File: src/rtl/delay_tap_line_if.sv
// delay_tap_line_if
//   Groups the data and tap-change handshake signals of delay_tap_line.
//   master : drives A, TAP, LOAD; observes Z, BUSY, ACK, SAT
//   slave  : the delay line itself
// Signals:
//   A     data to delay
//   TAP   requested tap index (sampled when LOAD is accepted)
//   LOAD  one-cycle tap-change request
//   Z     delayed data (registered)
//   BUSY  tap change in progress
//   ACK   one-cycle pulse when the new tap takes effect
//   SAT   valid with ACK; requested tap was clamped
interface delay_tap_line_if #(
    parameter int TAPW = 4
);
    logic            A;
    logic [TAPW-1:0] TAP;
    logic            LOAD;
    logic            Z;
    logic            BUSY;
    logic            ACK;
    logic            SAT;

    modport master (
        output A, TAP, LOAD,
        input  Z, BUSY, ACK, SAT
    );

    modport slave (
        input  A, TAP, LOAD,
        output Z, BUSY, ACK, SAT
    );
endinterface

File: src/rtl/delay_tap_line.sv
// delay_tap_line
//   Programmable single-bit delay line feeding the DELAY primitive. A is
//   shifted through DEPTH stages every cycle; Z is the registered stage
//   selected by the current tap. Tap changes use a LOAD/ACK handshake:
//   Z is frozen for HOLD_CYC cycles, then the new tap is applied in one
//   APPLY cycle, so Z never glitches during the switch.
// Ports:
//   CLK   rising-edge clock
//   RSTN  asynchronous active-low reset
//   bus   delay_tap_line_if.slave (A, TAP, LOAD in; Z, BUSY, ACK, SAT out)
// Parameters:
//   DEPTH     number of shift stages (max tap DEPTH-1)
//   TAPW      width of TAP, 2**TAPW >= DEPTH
//   HOLD_CYC  cycles Z stays frozen during a change, 1..15
// Build option:
//   DELAY_TAP_MAJFILT_EN  adds a 3-sample majority filter after the tap mux
//                         (latency cur_tap+3, isolated 1-cycle pulses removed)
module delay_tap_line #(
    parameter int DEPTH    = 16,
    parameter int TAPW     = 4,
    parameter int HOLD_CYC = 2
) (
    input  logic             CLK,
    input  logic             RSTN,
    delay_tap_line_if.slave  bus
);
    localparam int IDXW = (DEPTH > 1) ? $clog2(DEPTH) : 1;
    localparam int CNTW = 4;
    localparam logic [TAPW-1:0] MAX_TAP_REQ = TAPW'(DEPTH - 1);
    localparam logic [IDXW-1:0] MAX_TAP     = IDXW'(DEPTH - 1);

    typedef enum logic [1:0] {
        ST_IDLE  = 2'd0,
        ST_HOLD  = 2'd1,
        ST_APPLY = 2'd2
    } state_t;

    state_t          state_reg;
    logic [DEPTH-1:0] sr_reg;
    logic [DEPTH-1:0] sr_next;
    logic [IDXW-1:0] cur_tap_reg;
    logic [IDXW-1:0] new_tap_reg;
    logic            sat_q_reg;
    logic [CNTW-1:0] cnt_reg;
    logic            busy_reg;
    logic            ack_reg;
    logic            sat_reg;
    logic            z_reg;

    // Clamp the request to the deepest stage.
    logic            req_sat;
    logic [IDXW-1:0] req_tap;
    assign req_sat = (bus.TAP > MAX_TAP_REQ);
    assign req_tap = req_sat ? MAX_TAP : bus.TAP[IDXW-1:0];

    // Shift chain: stage 0 takes A, each later stage takes its predecessor.
    assign sr_next[0] = bus.A;
    generate
        for (genvar gi = 1; gi < DEPTH; gi++) begin : g_shift
            assign sr_next[gi] = sr_reg[gi-1];
        end
    endgenerate

    always_ff @(posedge CLK or negedge RSTN) begin
        if (!RSTN) begin
            sr_reg <= '0;
        end else begin
            sr_reg <= sr_next;
        end
    end

    // In APPLY the mux already looks at the new tap, so the first Z from
    // the new tap lands on the same edge that commits cur_tap.
    logic [IDXW-1:0] tap_sel;
    logic            tap_bit;
    assign tap_sel = (state_reg == ST_APPLY) ? new_tap_reg : cur_tap_reg;
    assign tap_bit = sr_reg[tap_sel];

    // Tap-change sequencer with registered handshake outputs.
    always_ff @(posedge CLK or negedge RSTN) begin
        if (!RSTN) begin
            state_reg   <= ST_IDLE;
            cur_tap_reg <= '0;
            new_tap_reg <= '0;
            sat_q_reg   <= 1'b0;
            cnt_reg     <= '0;
            busy_reg    <= 1'b0;
            ack_reg     <= 1'b0;
            sat_reg     <= 1'b0;
        end else begin
            case (state_reg)
                ST_IDLE: begin
                    if (bus.LOAD) begin
                        new_tap_reg <= req_tap;
                        sat_q_reg   <= req_sat;
                        cnt_reg     <= CNTW'(HOLD_CYC - 1);
                        busy_reg    <= 1'b1;
                        state_reg   <= ST_HOLD;
                    end
                end
                ST_HOLD: begin
                    // LOAD is ignored here; the request in flight is final.
                    if (cnt_reg == '0) begin
                        ack_reg   <= 1'b1;
                        sat_reg   <= sat_q_reg;
                        state_reg <= ST_APPLY;
                    end else begin
                        cnt_reg <= cnt_reg - 1'b1;
                    end
                end
                ST_APPLY: begin
                    cur_tap_reg <= new_tap_reg;
                    ack_reg     <= 1'b0;
                    sat_reg     <= 1'b0;
                    busy_reg    <= 1'b0;
                    state_reg   <= ST_IDLE;
                end
                default: begin
                    state_reg <= ST_IDLE;
                    busy_reg  <= 1'b0;
                    ack_reg   <= 1'b0;
                    sat_reg   <= 1'b0;
                end
            endcase
        end
    end

`ifdef DELAY_TAP_MAJFILT_EN
    // Majority filter: the whole output pipeline freezes in HOLD so the
    // filter history stays coherent across the tap switch.
    logic m0_reg;
    logic m1_reg;
    logic m2_reg;

    always_ff @(posedge CLK or negedge RSTN) begin
        if (!RSTN) begin
            m0_reg <= 1'b0;
            m1_reg <= 1'b0;
            m2_reg <= 1'b0;
            z_reg  <= 1'b0;
        end else if (state_reg != ST_HOLD) begin
            m0_reg <= tap_bit;
            m1_reg <= m0_reg;
            m2_reg <= m1_reg;
            z_reg  <= (m0_reg & m1_reg) | (m0_reg & m2_reg) | (m1_reg & m2_reg);
        end
    end
`else
    always_ff @(posedge CLK or negedge RSTN) begin
        if (!RSTN) begin
            z_reg <= 1'b0;
        end else if (state_reg != ST_HOLD) begin
            z_reg <= tap_bit;
        end
    end
`endif

    assign bus.Z    = z_reg;
    assign bus.BUSY = busy_reg;
    assign bus.ACK  = ack_reg;
    assign bus.SAT  = sat_reg;

endmodule
File: src/flat_wrapper.sv
// flat-port wrapper written by rule: the top's interface ports become plain ports
module delay_tap_line_flat 
#(
    parameter int DEPTH    = 16,
    parameter int TAPW     = 4,
    parameter int HOLD_CYC = 2
)
  (CLK, RSTN, bus_A, bus_TAP, bus_LOAD, bus_Z, bus_BUSY, bus_ACK, bus_SAT);
  delay_tap_line_if #(.TAPW(TAPW)) bus_i ();
  input  logic CLK;
  input  logic RSTN;
  input wire logic [$bits(bus_i.A)-1:0] bus_A;
  input wire logic [$bits(bus_i.TAP)-1:0] bus_TAP;
  input wire logic [$bits(bus_i.LOAD)-1:0] bus_LOAD;
  output wire logic [$bits(bus_i.Z)-1:0] bus_Z;
  output wire logic [$bits(bus_i.BUSY)-1:0] bus_BUSY;
  output wire logic [$bits(bus_i.ACK)-1:0] bus_ACK;
  output wire logic [$bits(bus_i.SAT)-1:0] bus_SAT;
  assign bus_i.A = bus_A;
  assign bus_i.TAP = bus_TAP;
  assign bus_i.LOAD = bus_LOAD;
  assign bus_Z = bus_i.Z;
  assign bus_BUSY = bus_i.BUSY;
  assign bus_ACK = bus_i.ACK;
  assign bus_SAT = bus_i.SAT;
  delay_tap_line #(.DEPTH(DEPTH), .TAPW(TAPW), .HOLD_CYC(HOLD_CYC)) u_core (.CLK(CLK), .RSTN(RSTN), .bus(bus_i));
endmodule
File: config.mk
export PLATFORM = sky130hd
export DESIGN_NAME = delay_tap_line_flat
export DESIGN_NICKNAME = d
export VERILOG_FILES = /design/src/rtl/delay_tap_line_if.sv /design/src/rtl/delay_tap_line.sv /design/src/flat_wrapper.sv
export SDC_FILE = /design/constraint.sdc
export NUM_CORES = 1
export LEC_CHECK = 0
export ABC_AREA = 1
export CAP_MARGIN = 15
export CORE_MARGIN = 5
export CORE_UTILIZATION = 30
export CTS_BUF_LIST = sky130_fd_sc_hd__clkbuf_2 sky130_fd_sc_hd__clkbuf_4 sky130_fd_sc_hd__clkbuf_8
export CTS_CLUSTER_DIAMETER = 30
export DETAILED_ROUTE_END_ITERATION = 16
export DONT_BUFFER_PORTS = 1
export GPL_TIMING_DRIVEN = 0
export PLACE_DENSITY = 0.47
export SYNTH_ARGS = -nofsm -noshare
export SYNTH_HDL_FRONTEND = slang
export SYNTH_SLANG_ARGS = --single-unit
File: constraint.sdc
create_clock -name CLK -period 1.5 [get_ports CLK]
set_clock_uncertainty 0.2 [all_clocks]
set_input_delay 0.15 -clock CLK [delete_from_list [all_inputs] [get_ports CLK]]
set_output_delay 0.15 -clock CLK [all_outputs]
set_load 0.03 [all_outputs]
==> metrics.md <==
| Metric | Value |
|---|---|
| CP cell instances | `clkinv_4 -> buf_4 -> nand3_2 -> nand3_1 -> nand3_1 -> nand3_1 -> nand3_1 -> nand2_1 -> nand2_1 -> nand2_1` |
| Clock power frac | `0.194` |
| CP Launch Type | `flop` |
| Tmin final | `1580 ps` |
| Yosys Warn Count | `0` |
| Final net count | `178` |
| Post-synthesis register bit count | `33` |
| Status | `finished with violations` |
| Final instance area | `between 1500 and 2000 um^2` |
| Comb pwr share | `0.406` |
| Unique masters post-synth | `19` |
| Net Count, Synth | `158` |
| Mean Syn Cell Area | `9.61 um^2` |
| Worst-path clk slew | `70 ps` |
| Max_cap viols | `0` |
| Diodes inserted | `0` |
| H-tree levels | `2` |
| Area grow syn2layout | `22.1%` |
| Die height | `about 79 um` |
| First-pass GRT wire length | `4860 um` |
| DIE AREA | `6220 um^2` |
| Max IR drop VDD | `0.934 mV` |
| Total track usage | `0.0997` |
| EDFF count, synth | `0` |
| Max FFs per register | `16` |
| Row cnt | `25` |
| Layout Cells excl Fill | `223` |
| Top cell type's share of synthesized area | `0.580` |
| Vias in the first global route | `around 1.1k` |
| Total length of routed wires | `2710 um` |
| Adder-cell area share of the yosys netlist | `0.0176` |
| Post-placement cell count | `202` |
| Compound-gate portion of the synthesized area | `0.0449` |
| Reg-to-reg slack, setup | `-80 ps` |
| Cell-internal power | `2.01 mW` |
| Post-synthesis mux area share | `0` |
| Core ar. | `4660 um^2` |
| Grt total ovfl | `0` |
| Layout cells sized above 1 | `0.166` |
| Gp weighted congestion | `0.749` |
| Longest Clk Path Bufs | `2` |
| Setup ws final | `-83.9 ps` |
| Fin crit share | `1.06` |
| 1st-pass router iterations | `4` |
| Total count of hold-check failures in the final report | `0` |
| Yosys top cell by area | `dfrtp_1` |
| IO Count | `12` |
| Clk Tree Root Cell | `clkbuf_8` |
| Hold WC Path Type | `input pin to asynchronous set/reset pin` |
| TritonCTS Buffers | `5` |
| Clock Sinks | `33` |
| Register area share after synthesis | `0.580` |
| Failing checks | `setup timing` |
| Post-synthesis xor/xnor area fraction | `0` |
| Final Setup Violations | `3` |
| Max-slew violations | `0` |
| Largest family of logic cells by synthesized area | `simple AND/OR/NAND/NOR gates` |
| CP max stage delay | `approximately 400 ps` |
| PortBufs | `0` |
| Worst EP required | `around 1500 ps` |
| Initial antenna violation count | `0` |
| Critical path fanouts, max | `7` |
| Primary FF master, synth | `dfrtp_1` |
| Syn Inst Count | `148` |
| Largest cells by area after synthesis | `dfrtp_1 (58%), nand3_1 (8.4%), nand2_1 (8.2%)` |
| Critical path arrival | `roughly 1600 ps` |
| Count leader, synth | `dfrtp_1` |
| Number of routed nets with antenna violations | `0` |
| Initial Util | `0.305` |
| Clk Latency, worst-skew pair | `280 ps` |
| Kind of critical path | `flop to flop` |
| Chip width | `78.9 um` |
| Sequential Power Share | `0.400` |
| Critical path endpoint category | `flop` |
| Max Freq | `631 MHz` |
| Simple-Gate Fraction of Synth Area | `0.268` |
| Netlist Area Pre-Place | `1420 um^2` |
| CTS tree | `yes` |
| Commonest cells post-synth | `dfrtp_1 (33), nand2_1 (31), inv_1 (26), nand3_1 (24), o21ai_0 (7)` |
| Placement Cell Area | `about 1500 um^2` |
| Via count | `approximately 1.0k` |
| Core Util, Final | `0.373` |
| Sw power | `1.46 mW` |
| Detailed placement HPWL | `approximately 1800 um` |
| CP dominant cell by count | `nand3_1` |
| Pre-CTS setup slack | `-77.2 ps` |
| Net Sw Frac | `0.422` |
| Largest net degree at the start of global routing | `34` |
| DR iter-0 viols | `17` |
| Post-DR vias/cell | `4.62` |
| Slowest-stage cell, CP | `dfrtp_1` |
| Pwr Density | `around 2000 nW/um^2` |
| WL/cell | `12.2 um` |
| # DRC | `0` |
| Leakage | `0.858 nW` |
| FFs w/ async S/R, synth | `1.00` |
| RSZ-0062 raised after global routing | `yes` |
[final timing paths]
check	start	depth (start not counted)	end
min	RSTN	2	u_core.sr_reg[10]$_DFF_PN0_
max reg2reg	u_core.state_reg[0]$_DFFE_PN0P_	10	u_core.bus.Z$_DFFE_PN0N_
max	u_core.state_reg[0]$_DFFE_PN0P_	10	u_core.bus.Z$_DFFE_PN0N_
min in group CLK	u_core.sr_reg[6]$_DFF_PN0_	0	u_core.sr_reg[7]$_DFF_PN0_
min reg2reg	u_core.sr_reg[6]$_DFF_PN0_	0	u_core.sr_reg[7]$_DFF_PN0_
max in group asynchronous	RSTN	2	u_core.new_tap_reg[3]$_DFFE_PN0P_
[routing by layer]
layer,GRT usage,wire [um],up-vias
met3,0.0363,103,7
li1,-,-,508
met5,0,0,-
met4,0.0361,46,0
met1,0.126,1190,503
met2,0.157,1370,12
[repair_timing]
action | CTS | global route
gates cloned | 1 | 2
gates resized for setup | 2 | 5
endpoints found under the hold margin | 40 | 0
pin swaps | 1 | 2
hold buffers | 8 | 0
buffers inserted | 0 | 2
endpoints found under the setup margin | 2 | 10
[logic make-up (layout without fill, tap and decap cells)]
group	after synthesis	after routing
AND/OR/NAND/NOR	72	75
other	1	1
flip-flops	33	33
adder cells (fa/ha/maj)	2	2
buffers and inverters	29	47
AO/OA/AOI/OAI	11	11
[worst max-delay path: cells and delay by family, from the launching register on]
kind / cells / cell delay [ps]
buf+inv: 2 / 290
flops: 1 / 400
simple gates: 8 / 600
[layout make-up]
cell class	count	area [um^2]
clock inverter	1	7.51
inverter	27	109
multi-input combinational	89	519
tap	54	67.6
fill	467	2920
buffer	2	18.8
timing repair buffer	10	105
clock buffer	7	83.8
sequential	33	826
[power groups by stage]
stage	registers, mW	logic, mW	clock network (mW)
floorplan	1.34	1.01	0
global placement	1.38	1.21	0
detailed placement	1.38	1.23	0
CTS	1.38	1.31	0.688
global route	1.42	1.61	0.732
finish	1.39	1.41	0.671
[stage by stage]
step	power (mW)	setup TNS [ps]	hold WS (ps)
finish	3.47	-119	104
global route	3.76	-784	121
CTS	3.38	-122	121
detailed placement	2.61	-96.8	-344
global placement	2.58	-85.1	-344
floorplan	2.35	0	-346
[cells in the final DEF, fill, tap and decap left out, types with 3 or more instances in the layout]
cell,synthesis,routed
nand2_8,3,3
nand3_1,24,24
nand3b_1,3,3
nand2_2,2,3
o21ai_0,7,6
dfrtp_1,33,33
buf_4,1,3
nor2_1,6,5
clkbuf_8,0,5
nand2_1,31,30
dlygate4sd3_1,0,7
inv_1,26,25
Power figures use the tool's default switching activity.
